[src/rtl/hack_exec_ctrl_if.sv]
// Bundle between the Hack execution controller and its instruction source,
// data memory and registered ALU; the controller side is the master.
interface hack_exec_ctrl_if #(
    parameter int PC_WIDTH = 15
);
    // instruction fetch
    logic                instr_req;
    logic [PC_WIDTH-1:0] instr_addr;
    logic                instr_valid;
    logic [15:0]         instr_data;

    // data memory
    logic                mem_rd;
    logic                mem_we;
    logic [15:0]         mem_addr;
    logic [15:0]         mem_wdata;
    logic [15:0]         mem_rdata;

    // registered ALU
    logic [6:0]          alu_op;
    logic [15:0]         alu_x;
    logic [15:0]         alu_y;
    logic [15:0]         alu_result;

    // architectural state for observation
    logic [PC_WIDTH-1:0] pc;
    logic [15:0]         a_reg;
    logic [15:0]         d_reg;

    modport master (
        output instr_req, instr_addr,
        input  instr_valid, instr_data,
        output mem_rd, mem_we, mem_addr, mem_wdata,
        input  mem_rdata,
        output alu_op, alu_x, alu_y,
        input  alu_result,
        output pc, a_reg, d_reg
    );

    modport slave (
        input  instr_req, instr_addr,
        output instr_valid, instr_data,
        input  mem_rd, mem_we, mem_addr, mem_wdata,
        output mem_rdata,
        input  alu_op, alu_x, alu_y,
        output alu_result,
        input  pc, a_reg, d_reg
    );
endinterface

[src/rtl/hack_exec_ctrl.sv]
// Hack-style CPU execution controller: owns PC/A/D and sequences
// FETCH -> DECODE -> (MEMRD) -> EXEC -> WB around an external registered ALU.
module hack_exec_ctrl #(
    parameter int                  PC_WIDTH = 15,
    parameter logic [PC_WIDTH-1:0] RESET_PC = '0
) (
    input  logic             clk,
    input  logic             rst,
    hack_exec_ctrl_if.master bus
);

    typedef enum logic [2:0] {
        ST_FETCH  = 3'd0,
        ST_DECODE = 3'd1,
        ST_MEMRD  = 3'd2,
        ST_EXEC   = 3'd3,
        ST_WB     = 3'd4
    } state_t;

    state_t              state;
    state_t              state_nxt;

    logic [PC_WIDTH-1:0] pc_q;
    logic [PC_WIDTH-1:0] pc_inc;
    logic [PC_WIDTH-1:0] jump_target;
    logic [15:0]         a_q;
    logic [15:0]         d_q;
    logic [15:0]         ir_q;
    logic [15:0]         m_q;

    // instruction fields
    logic                is_c;
    logic                sel_m;
    logic [5:0]          comp;
    logic [2:0]          dest;
    logic [2:0]          jmp;

    // writeback flags
    logic                res_neg;
    logic                res_zero;
    logic                res_pos;
    logic                take;

    logic                instr_req_c;
    logic                mem_rd_c;
    logic                mem_we_c;

    assign is_c  = ir_q[15];
    assign sel_m = ir_q[12];
    assign comp  = ir_q[11:6];
    assign dest  = ir_q[5:3];
    assign jmp   = ir_q[2:0];

    assign pc_inc      = pc_q + PC_WIDTH'(1);
    assign jump_target = a_q[PC_WIDTH-1:0];

    assign res_neg  = bus.alu_result[15];
    assign res_zero = (bus.alu_result == 16'h0000);
    assign res_pos  = !res_neg && !res_zero;
    assign take     = (jmp[2] && res_neg) || (jmp[1] && res_zero) || (jmp[0] && res_pos);

    // state register
    always_ff @(posedge clk) begin
        if (rst) begin
            state <= ST_FETCH;
        end else begin
            state <= state_nxt;
        end
    end

    // next-state logic
    always_comb begin
        state_nxt = state;
        case (state)
            ST_FETCH: begin
                if (bus.instr_valid) begin
                    state_nxt = ST_DECODE;
                end
            end
            ST_DECODE: begin
                if (!is_c) begin
                    state_nxt = ST_FETCH;
                end else if (sel_m) begin
                    state_nxt = ST_MEMRD;
                end else begin
                    state_nxt = ST_EXEC;
                end
            end
            ST_MEMRD: state_nxt = ST_EXEC;
            ST_EXEC:  state_nxt = ST_WB;
            ST_WB:    state_nxt = ST_FETCH;
            default:  state_nxt = ST_FETCH;
        endcase
    end

    // strobe outputs; reset overrides whatever state the register holds
    always_comb begin
        instr_req_c = 1'b0;
        mem_rd_c    = 1'b0;
        mem_we_c    = 1'b0;
        if (!rst) begin
            case (state)
                ST_FETCH:  instr_req_c = 1'b1;
                ST_DECODE: mem_rd_c    = is_c && sel_m;
                ST_WB:     mem_we_c    = is_c && dest[0];
                default: ;
            endcase
        end
    end

    // architectural registers; WB reads a_q before its own update lands
    always_ff @(posedge clk) begin
        if (rst) begin
            pc_q <= RESET_PC;
            a_q  <= 16'h0000;
            d_q  <= 16'h0000;
            ir_q <= 16'h0000;
            m_q  <= 16'h0000;
        end else begin
            case (state)
                ST_FETCH: begin
                    if (bus.instr_valid) begin
                        ir_q <= bus.instr_data;
                    end
                end
                ST_DECODE: begin
                    if (!is_c) begin
                        a_q  <= {1'b0, ir_q[14:0]};
                        pc_q <= pc_inc;
                    end
                end
                ST_MEMRD: begin
                    m_q <= bus.mem_rdata;
                end
                ST_WB: begin
                    if (dest[2]) begin
                        a_q <= bus.alu_result;
                    end
                    if (dest[1]) begin
                        d_q <= bus.alu_result;
                    end
                    pc_q <= take ? jump_target : pc_inc;
                end
                default: ;
            endcase
        end
    end

    assign bus.instr_req  = instr_req_c;
    assign bus.instr_addr = pc_q;

    assign bus.mem_rd    = mem_rd_c;
    assign bus.mem_we    = mem_we_c;
    assign bus.mem_addr  = a_q;
    assign bus.mem_wdata = bus.alu_result;

    assign bus.alu_op = {1'b0, comp};
    assign bus.alu_x  = d_q;
    assign bus.alu_y  = sel_m ? m_q : a_q;

    assign bus.pc    = pc_q;
    assign bus.a_reg = a_q;
    assign bus.d_reg = d_q;

    a_no_rd_we_overlap : assert property (@(posedge clk) !(bus.mem_rd && bus.mem_we));
    a_legal_state      : assert property (@(posedge clk) disable iff (rst) state <= ST_WB);

endmodule

[src/flat_wrapper.sv]
// flat-port wrapper written by rule: the top's interface ports become plain ports
module hack_exec_ctrl_flat 
#(
    parameter int                  PC_WIDTH = 15,
    parameter logic [PC_WIDTH-1:0] RESET_PC = '0
)
  (clk, rst, bus_instr_req, bus_instr_addr, bus_instr_valid, bus_instr_data, bus_mem_rd, bus_mem_we, bus_mem_addr, bus_mem_wdata, bus_mem_rdata, bus_alu_op, bus_alu_x, bus_alu_y, bus_alu_result, bus_pc, bus_a_reg, bus_d_reg);
  hack_exec_ctrl_if #(.PC_WIDTH(PC_WIDTH)) bus_i ();
  input  logic clk;
  input  logic rst;
  output wire logic [$bits(bus_i.instr_req)-1:0] bus_instr_req;
  output wire logic [$bits(bus_i.instr_addr)-1:0] bus_instr_addr;
  input wire logic [$bits(bus_i.instr_valid)-1:0] bus_instr_valid;
  input wire logic [$bits(bus_i.instr_data)-1:0] bus_instr_data;
  output wire logic [$bits(bus_i.mem_rd)-1:0] bus_mem_rd;
  output wire logic [$bits(bus_i.mem_we)-1:0] bus_mem_we;
  output wire logic [$bits(bus_i.mem_addr)-1:0] bus_mem_addr;
  output wire logic [$bits(bus_i.mem_wdata)-1:0] bus_mem_wdata;
  input wire logic [$bits(bus_i.mem_rdata)-1:0] bus_mem_rdata;
  output wire logic [$bits(bus_i.alu_op)-1:0] bus_alu_op;
  output wire logic [$bits(bus_i.alu_x)-1:0] bus_alu_x;
  output wire logic [$bits(bus_i.alu_y)-1:0] bus_alu_y;
  input wire logic [$bits(bus_i.alu_result)-1:0] bus_alu_result;
  output wire logic [$bits(bus_i.pc)-1:0] bus_pc;
  output wire logic [$bits(bus_i.a_reg)-1:0] bus_a_reg;
  output wire logic [$bits(bus_i.d_reg)-1:0] bus_d_reg;
  assign bus_instr_req = bus_i.instr_req;
  assign bus_instr_addr = bus_i.instr_addr;
  assign bus_i.instr_valid = bus_instr_valid;
  assign bus_i.instr_data = bus_instr_data;
  assign bus_mem_rd = bus_i.mem_rd;
  assign bus_mem_we = bus_i.mem_we;
  assign bus_mem_addr = bus_i.mem_addr;
  assign bus_mem_wdata = bus_i.mem_wdata;
  assign bus_i.mem_rdata = bus_mem_rdata;
  assign bus_alu_op = bus_i.alu_op;
  assign bus_alu_x = bus_i.alu_x;
  assign bus_alu_y = bus_i.alu_y;
  assign bus_i.alu_result = bus_alu_result;
  assign bus_pc = bus_i.pc;
  assign bus_a_reg = bus_i.a_reg;
  assign bus_d_reg = bus_i.d_reg;
  hack_exec_ctrl #(.PC_WIDTH(PC_WIDTH), .RESET_PC(RESET_PC)) u_core (.clk(clk), .rst(rst), .bus(bus_i));
endmodule
[config.mk]
export PLATFORM = sky130hd
export DESIGN_NAME = hack_exec_ctrl_flat
export DESIGN_NICKNAME = d
export VERILOG_FILES = /design/src/rtl/hack_exec_ctrl_if.sv /design/src/rtl/hack_exec_ctrl.sv /design/src/flat_wrapper.sv
export SDC_FILE = /design/constraint.sdc
export NUM_CORES = 1
export LEC_CHECK = 0
export CAP_MARGIN = 20
export CORE_UTILIZATION = 46
export DETAILED_ROUTE_END_ITERATION = 7
export GPL_TIMING_DRIVEN = 0
export MAX_ROUTING_LAYER = met4
export PLACE_DENSITY = 0.88
export SLEW_MARGIN = 20
export SYNTH_ARGS = -nofsm -noshare
export SYNTH_HDL_FRONTEND = slang
export SYNTH_SLANG_ARGS = --single-unit
[constraint.sdc]
create_clock -name clk -period 5.65 [get_ports clk]
set_input_delay 0.565 -clock clk [delete_from_list [all_inputs] [get_ports clk]]
set_output_delay 0.565 -clock clk [all_outputs]
set_load 0.01 [all_outputs]
==> results of run 1 <==
## worst min-delay path by stage
stage | end | cells after the start
floorplan | u_core.m_q[0] | 2
global placement | u_core.m_q[15] | 2
detailed placement | u_core.m_q[5] | 2
CTS | u_core.m_q[2] | 2
global route | u_core.m_q[2] | 2
finish | u_core.m_q[9] | 2
## per-layer routing
layer / track usage / vias up / share of wire
met5: - / - / 0
met4: 0.0939 / 0 / 0.024
met3: 0.0525 / 37 / 0.083
met2: 0.483 / 233 / 0.51
met1: 0.331 / 2119 / 0.38
li1: - / 2155 / -
## final cells by class
type | instances | area [µm²]
tap | 108 | 135
timing repair buffer | 184 | 1840
fill | 675 | 2360
clock inverter | 6 | 88.8
clock buffer | 10 | 138
inverter | 4 | 15.0
sequential | 82 | 1640
multi-input combinational | 343 | 1860
buffer | 104 | 688
## through the flow
step	worst slack (ns)	hold slack (ns)	instances	total power [mW]
after floorplan	3.51	0.433	533	0.740
after global routing	2.52	0.486	841	1.40
after CTS	2.67	0.461	841	1.35
final	2.65	0.461	841	1.35
after detailed placement	2.68	0.449	825	0.884
after global placement	2.67	0.440	825	0.878
## synthesized netlist by cell type, types with 3 or more instances
cell type | number | share of area
nor4_1 | 5 | 0.0074
nand2b_1 | 4 | 0.0060
nor4_2 | 3 | 0.0089
or4_1 | 7 | 0.013
a31oi_1 | 10 | 0.015
inv_1 | 4 | 0.0036
o21ai_1 | 3 | 0.0036
nand2_1 | 138 | 0.12
nor3_1 | 7 | 0.0083
dfxtp_1 | 82 | 0.39
a2111oi_1 | 3 | 0.0071
clkbuf_1 | 25 | 0.022
nand4_1 | 6 | 0.0089
nor2_1 | 28 | 0.025
nand3_1 | 13 | 0.015
buf_6 | 4 | 0.011
a21oi_1 | 52 | 0.062
a22oi_1 | 8 | 0.014
and2_1 | 3 | 0.0045
buf_2 | 4 | 0.0048
buf_4 | 70 | 0.13
mux2_2 | 16 | 0.043
a311oi_1 | 15 | 0.031
## power groups by stage
stage | Clock (mW) | Combinational (mW) | Sequential (mW)
final | 0.481 | 0.247 | 0.626
after global routing | 0.508 | 0.263 | 0.628
after CTS | 0.481 | 0.247 | 0.625
after detailed placement | 0 | 0.246 | 0.639
after global placement | 0 | 0.241 | 0.638
after floorplan | 0 | 0.109 | 0.631
## kinds of logic (layout without fill, tap and decap cells)
family / count (synthesis) / count (layout)
compound gates: 97 / 97
flops: 82 / 82
other cells: 1 / 1
xor+xnor: 1 / 1
buf+inv: 108 / 308
simple gates: 224 / 224
fa+ha+maj: 1 / 1
mux: 19 / 19
## worst max-delay path, stage by stage, from the launching register on
cell	delay [ns]
dfxtp_1	0.31
buf_6	0.13
or3b_1	0.39
buf_6	0.15
clkbuf_1	0.21
nor3_1	0.30
clkdlybuf4s50_1	0.59
==> results by group, run 1 <==
Logic synthesis
  – Post-synth cell types: 41
  – Adder-cell area share of the yosys netlist: 0.00298
  – Register bit count reported by yosys: 82
  – Mux contribution to synthesized area: 0.0512
  – Post-Synthesis Cells: 533
  – Synth Area in Simple Gates: 0.239
  – Seq/Total Area, Yosys: 0.391
  – Syn Area/Cell: 7.88 µm²
  – Post-synth EDFFs: 0
  – Main synth FF type: dfxtp_1
  – Total number of yosys warnings: 0
  – Syn nets: 585
  – FFs w/ async S/R, synth: 0
  – Post-synthesis xor/xnor area fraction: 0.00208
  – Synthesized area: 4200 µm²
  – Main combinational cell family by area after synthesis: simple AND/OR/NAND/NOR gates
  – Synth Area in Compound Gates: 0.145

Layout
  – Antenna fix cells: 0
  – Layout cell share with drive strength beyond 1: 0.157
  – Post-route cell area: approximately 6400 µm²
  – Area Growth Syn to Fin: 52.4%
  – Commonest non-fill, non-tap cell in the layout: clkdlybuf4s50_1
  – Util after Layout: 0.731
  – Most frequent cells in the layout: clkdlybuf4s50_1 (184), nand2_1 (138), dfxtp_1 (82)
  – # nets final: 780

Power
  – Sw frac: 0.260
  – Power per cell area: between 200 and 250 nW/µm²
  – Clock share of power: 0.355
  – Worst IR Drop VDD: 0.180 mV
  – P_sw: 0.352 mW
  – Pleak: between 2 and 2.5 nW
  – Internal: 1.00 mW
  – Comb pwr share: 0.182
  – Sequential share of power: 0.462

Hold path
  – Hold crit path type: register to register
  – Min-delay src: u_core.m_q[9]

Floorplanning
  – Die area: ~9500 µm²
  – Initial Util: 0.479
  – Die Ht: 97.6 µm
  – Die Width: 97.6 µm
  – Placeable Area: 8760 µm²
  – Top-Level Pins: 187
  – Num rows: 34

Clocking
  – Insertion delay to the later sink of the worst-skew pair: 0.35 ns
  – TritonCTS clock tree: done
  – H-tree levels: 3
  – CTS clock-pin slew for the worst setup and hold paths: 0.08 ns
  – Hold_buf cts: 0
  – PostCTS Resize Cnt: 0
  – CTS max path bufs: 2
  – Inserted Clock Buffers: 9
  – Postcts setup bufs: 0
  – Clock sinks: 82
  – Clock Tree Root: clkbuf_8

Routing
  – Post-DRT Antenna Nets: 0
  – Total Wirelength: around 13000 µm
  – Pre-antenna DRT Iters: 7
  – Vias: 4544
  – Number of remaining DRC errors: 0
  – Mean routed wirelength per cell: 15.8 µm
  – Drt via density: 5.40
  – Initial drt markers: between 300 and 400

Critical path
  – R2r setup slk: around 3.3 ns
  – Crit. End Element: output port
  – WP data required: 5.09 ns
  – Setup crit start: u_core.state[0]
  – Worst Setup Start Kind: register
  – Setup crit end: bus_mem_we
  – CP arrival: roughly 2.4 ns
  – R2R cell count: 5
  – Crit Path Max Fanout: 10
  – Worst r2r dst: u_core.bus.instr_addr[12]
  – Critical path class: register to output port
  – Worst R2R Start: u_core.state[2]

Flow run
  – Max-cap viol count: 0

STA
  – F_max: 333 MHz
  – Tmin final: 3.00 ns
  – Pin slew with the least headroom to its limit: around 0.9 ns
  – Final clock skew: 0.00797 ns
  – Final Max Tran Viols: 0
  – Tcrit/Tclk final: 0.531
  – Fin. Hold Viols: 0
  – Setup TNS: 0 ns
  – Unrepaired setup endpoints after global routing: false
  – Final setup viols: 0
  – Normalized max-slew margin: 0.400

Global route
  – Largest net degree at the start of global routing: 15
  – GRT Total Usage: 0.282
  – Vias in the first global route: 4364
  – GR Overflow Total: 0
  – Antenna violations before repair: 0
  – First-pass GRT wire length: 21300 µm

Placement
  – Placed Area: between 6000 and 7000 µm²
  – Routability cong.: 0.879
  – IO Port Bufs: 184
  – Detailed Place HPWL: 10300 µm

Run status
  – Status: finished, final reports clean
Power figures use the tool's default switching activity.
==> inputs of run 2 (changes only) <==
- CORE_UTILIZATION: 46 -> 38
- PLACE_DENSITY: 0.88 -> 0.78
- clock period: 5.65 -> 2.6 ns (I/O delays scaled with it)
==> results by group, run 2 (synthesis results as in run 1) <==
Run status
  – Status: finished, final reports clean

Placement
  – Detailed Place HPWL: 10200 µm (-1.4%)
  – IO Port Bufs: 184 (unchanged)
  – Routability cong.: 0.883 (+0.44%)

Critical path
  – Crit. End Element: output port
  – WP data required: 2.34 ns (-2.75 ns)
  – CP arrival: 2.16 ns (-0.27 ns)
  – Critical path class: register to output port
  – Crit Path Max Fanout: 10 (unchanged)
  – R2R cell count: 8 (+3)
  – Worst Setup Start Kind: register

Routing
  – Pre-antenna DRT Iters: 8 (+1)
  – Drt via density: 5.05 (-6.6%)
  – Vias: 4400 (-3.2%)
  – Total Wirelength: 13200 µm (-0.75%)
  – Post-DRT Antenna Nets: 0 (unchanged)
  – Number of remaining DRC errors: 0 (unchanged)
  – Mean routed wirelength per cell: 15.1 µm (-4.3%)
  – Initial drt markers: 315 (-3.7%)

Floorplanning
  – Placeable Area: 10800 µm² (+23%)
  – Die Ht: 107 µm (+9.8%)
  – Die Width: 107 µm (+9.8%)
  – Top-Level Pins: 187 (unchanged)
  – Num rows: 38 (+12%)
  – Die area: 11500 µm² (+21%)
  – Initial Util: 0.389 (-0.0902)

Power
  – Power per cell area: 440 nW/µm² (+110%)
  – Worst IR Drop VDD: 0.277 mV (+54%)
  – Pleak: 2.28 nW (-0.58%)

STA
  – Tcrit/Tclk final: 0.931
  – Setup TNS: 0 ns (unchanged)
  – Unrepaired setup endpoints after global routing: false
  – Final setup viols: 0 (unchanged)
  – Pin slew with the least headroom to its limit: 0.823 ns (-0.0774 ns)
  – Fin. Hold Viols: 0 (unchanged)
  – Final clock skew: 0.0116 ns (+0.00367 ns)
  – Final Max Tran Viols: 0 (unchanged)
  – Normalized max-slew margin: 0.451 (+0.0516)
  – Tmin final: approximately 2.4 ns
  – F_max: 413 MHz

Layout
  – Most frequent cells in the layout: clkdlybuf4s50_1 (184), nand2_1 (138), dfxtp_1 (82)
  – Commonest non-fill, non-tap cell in the layout: clkdlybuf4s50_1
  – Area Growth Syn to Fin: 52.6%
  – # nets final: 779 (-0.13%)
  – Util after Layout: 0.594 (-0.137)
  – Layout cell share with drive strength beyond 1: 0.157 (+0.000214)
  – Antenna fix cells: 0 (unchanged)

Clocking
  – CTS max path bufs: 2 (unchanged)
  – Clock sinks: 82 (unchanged)
  – Clock Tree Root: clkbuf_8
  – CTS clock-pin slew for the worst setup and hold paths: 0.08 ns (about the same)
  – Inserted Clock Buffers: 9 (unchanged)
  – TritonCTS clock tree: done
  – H-tree levels: 3 (unchanged)
  – Insertion delay to the later sink of the worst-skew pair: 0.36 ns (about the same)
  – Hold_buf cts: 0 (unchanged)

Global route
  – First-pass GRT wire length: 20400 µm (-4.2%)
  – GR Overflow Total: 0 (unchanged)
  – Antenna violations before repair: 0 (unchanged)
  – GRT Total Usage: 0.234 (-0.0479)
  – Largest net degree at the start of global routing: 20 (+5)
  – Vias in the first global route: 4020 (-7.9%)

Hold path
  – Worst Hold Depth: 2 (unchanged)
  – Hold crit path type: primary input to register

Flow run
  – Max-cap viol count: 0 (unchanged)
## run 2: cell types whose count changed in the layout (fill, tap and decap cells not counted)
cell,delta
bufinv_16,-1
clkbuf_8,-1
clkinv_2,+1
clkinv_4,+1
clkinvlp_4,-1
nor3_1,-1
nor3_2,+1
## run 2: worst max-delay path, stage by stage, from the launching register on
cell             delay (ns)
dfxtp_1                0.33
clkbuf_1               0.47
nor4b_1                0.39
clkdlybuf4s50_1        0.61
## run 2: per-layer routing
layer  up-vias  track usage  wire length (µm)
met3        26       0.0316               875
met5         -            -                 0
li1       2150            -                 -
met2       189        0.388              6490
met4         0       0.0969               315
met1      2035        0.285              5500
## run 2: area by class of cell
class	count	area [µm²]
clock buffer	10	128
buffer	103	684
fill	925	4380
multi-input combinational	343	1860
sequential	82	1640
tap	140	175
clock inverter	6	65.1
inverter	4	15.0
timing repair buffer	184	1840
## run 2: metrics by stage
| stage | setup WS [ns] | hold slack, ns | power [mW] | std cells | area, µm² |
|---|---|---|---|---|---|
| CTS | 0.109 | 0.311 | 2.84 | 872 | 6410 |
| detailed placement | -0.0639 | 0.445 | 1.92 | 857 | 6220 |
| global route | 0.0541 | 0.340 | 2.92 | 872 | 6410 |
| global placement | -0.0626 | 0.439 | 1.91 | 857 | 6220 |
| floorplan | 0.700 | 0.396 | 1.61 | 533 | 4200 |
| finish | 0.178 | 0.325 | 2.82 | 872 | 6410 |
## run 2: path summary, 6_finish.rpt
path | startpoint | to | slack, ns
worst max-delay path | u_core.ir_q[12] | bus_mem_rd | 0.18
worst min register to register | u_core.m_q[15] | u_core.m_q[15] | 0.46
worst min-delay path | rst | u_core.bus.instr_addr[7] | 0.32
worst max register to register | u_core.state[2] | u_core.bus.instr_addr[8] | 0.34
## run 2: what timing repair did
item	CTS	global route
setup endpoints to repair	1	0
setup buffers	0	0
resized for setup	1	0
## run 2: power by group
part / internal, mW / switching [mW] / total, mW
Clock: 0.446 / 0.479 / 0.925
Sequential: 1.30 / 0.0647 / 1.36
Combinational: 0.312 / 0.223 / 0.534
Total: 2.05 / 0.766 / 2.82
==> inputs of run 3 (changes only) <==
- PLACE_DENSITY: 0.78 -> 0.8
==> results by group, run 3 (synthesis results as in run 1) <==
STA
  – Final WS setup: 0.173 ns (-0.00585 ns)
  – Pin slew with the least headroom to its limit: 0.798 ns (-0.0252 ns)
  – Normalized max-slew margin: 0.468 (+0.0168)
  – Tmin final: 2.43 ns (+0.00585 ns)
  – Tcrit/Tclk final: 0.934 (+0.00225)
  – Hold Slack: 0.333 ns (+0.00833 ns)
  – Final Max Tran Viols: 0 (unchanged)
  – F_max: 412 MHz (-0.24%)
  – Fin. Hold Viols: 0 (unchanged)
  – Final setup viols: 0 (unchanged)
  – Unrepaired setup endpoints after global routing: false
  – Final clock skew: 0.00578 ns (-0.00586 ns)

Floorplanning
  – Top-Level Pins: 187 (unchanged)
  – Placeable Area: 10800 µm² (unchanged)
  – Die Width: 107 µm (unchanged)
  – Die Ht: 107 µm (unchanged)
  – Num rows: 38 (unchanged)
  – Initial Util: 0.389 (unchanged)
  – Die area: 11500 µm² (unchanged)

Critical path
  – WP data required: 2.34 ns (about the same)
  – Crit Path Max Fanout: 10 (unchanged)
  – Crit-path leading delay family: buffers and inverters
  – R2R cell count: 8 (unchanged)
  – Cells along the critical path: clkbuf_1 > nor4b_1 > clkdlybuf4s50_1
  – CP peak stage delay: 0.62 ns (about the same)
  – Crit. End Element: output port
  – Worst Setup Start Kind: register
  – Buffer and inverter count on the worst path: 2 (unchanged)
  – CP arrival: 2.17 ns (about the same)
  – Critical path class: register to output port
  – Stages on the worst setup path: 3 (unchanged)
  – Critical path's slowest cell: clkdlybuf4s50_1

Run status
  – Status: finished, final reports clean

Clocking
  – Hold_buf cts: 0 (unchanged)
  – Inserted Clock Buffers: 9 (unchanged)
  – Clock Tree Root: clkbuf_8
  – Insertion delay to the later sink of the worst-skew pair: 0.35 ns (about the same)
  – H-tree levels: 3 (unchanged)
  – TritonCTS clock tree: done
  – CTS max path bufs: 2 (unchanged)
  – Clock sinks: 82 (unchanged)
  – CTS clock-pin slew for the worst setup and hold paths: 0.09 ns (about the same)

Routing
  – Vias: 4464 (+1.5%)
  – Mean routed wirelength per cell: 15.2 µm (+0.68%)
  – Drt via density: 5.12 (+1.5%)
  – Post-DRT Antenna Nets: 0 (unchanged)
  – Initial drt markers: 284 (-9.8%)
  – Number of remaining DRC errors: 0 (unchanged)
  – Total Wirelength: 13300 µm (+0.68%)
  – Pre-antenna DRT Iters: 5 (-3)

Layout
  – Commonest non-fill, non-tap cell in the layout: clkdlybuf4s50_1
  – Most frequent cells in the layout: clkdlybuf4s50_1 (184), nand2_1 (138), dfxtp_1 (82)
  – Area Growth Syn to Fin: 53.5%
  – Layout cell share with drive strength beyond 1: 0.160 (+0.00273)
  – Non-filler instance count after layout: 872 (unchanged)
  – # nets final: 779 (unchanged)
  – Antenna fix cells: 0 (unchanged)
  – Fillers: 973 (+5.2%)

Hold path
  – Hold crit path type: primary input to register
  – Worst Hold Depth: 2 (unchanged)

Power
  – Worst IR Drop VDD: 0.256 mV (-7.6%)
  – Power per cell area: 457 nW/µm² (+3.8%)
  – Total Power: 2.95 mW (+4.5%)
  – Pleak: 2.29 nW (+0.43%)

Global route
  – GR Overflow Total: 0 (unchanged)
  – GRT Total Usage: 0.234 (+0.000809)
  – First-pass GRT wire length: 20600 µm (+0.91%)
  – Largest net degree at the start of global routing: 20 (unchanged)
  – Antenna violations before repair: 0 (unchanged)
  – Vias in the first global route: 4215 (+4.9%)

Placement
  – Placed Cells: 857 (unchanged)
  – Detailed Place HPWL: 10300 µm (+1.0%)
  – Routability cong.: 0.866 (-1.9%)
  – Pre-CTS setup slack: -0.130 ns (-0.0662 ns)
  – IO Port Bufs: 184 (unchanged)

Flow run
  – Max-cap viol count: 0 (unchanged)
==> run 3: cell types whose count changed in the layout (fill, tap and decap cells not counted) <==
cell / previous run / this run
clkinv_4: 1 / 2
mux2i_2: 0 / 1
clkbuf_8: 9 / 10
inv_6: 1 / 0
clkbuf_1: 25 / 24
clkinv_2: 2 / 1
mux2i_1: 2 / 1
bufinv_16: 1 / 2
==> run 3: worst paths after layout <==
| path | start | to | slack [ns] |
|---|---|---|---|
| hold / removal | rst | u_core.bus.instr_addr[3] | 0.33 |
| setup / recovery | u_core.ir_q[12] | bus_mem_rd | 0.17 |
| setup reg to reg | u_core.state[0] | u_core.bus.instr_addr[13] | 0.35 |
| hold reg to reg | u_core.m_q[9] | u_core.m_q[9] | 0.46 |
==> run 3: per-stage QoR <==
| step | TNS, ns | area, µm² | util |
|---|---|---|---|
| 2_1_floorplan | 0 | 4200 | - |
| 3_3_place_gp | -0.442 | 6220 | 0.576 |
| 3_5_place_dp | -0.864 | 6220 | 0.576 |
| 4_1_cts | 0 | 6450 | 0.597 |
| 5_1_grt | 0 | 6450 | 0.598 |
| 6_report | 0 | 6450 | 0.598 |
==> run 3: power breakdown <==
part / internal, mW / switching (mW) / total, mW
Sequential: 1.30 / 0.0633 / 1.36
Clock: 0.569 / 0.484 / 1.05
Combinational: 0.312 / 0.221 / 0.533
==> run 3: routing by layer <==
metal / share of wire / up-vias / track usage
li1: - / 2154 / -
met1: 0.39 / 2054 / 0.271
met2: 0.50 / 217 / 0.407
met3: 0.084 / 39 / 0.0413
met4: 0.027 / 0 / 0.0832
met5: 0 / - / -
==> run 3: final cells by class <==
type / instances / area [µm²] / share of cell area
clock buffers: 10 / 138 / 0.0213
flip-flops and latches: 82 / 1640 / 0.254
repair buffers: 184 / 1840 / 0.285
multi-input cells: 343 / 1870 / 0.289
inverters: 4 / 15.0 / 0.00233
well taps: 140 / 175 / 0.0272
plain buffers: 103 / 684 / 0.106
clock inverters: 6 / 90.1 / 0.0140
==> run 3: repair_timing <==
item	CTS	global route
setup endpoints to repair	1	1
resized for setup	1	1
buffers inserted	0	0
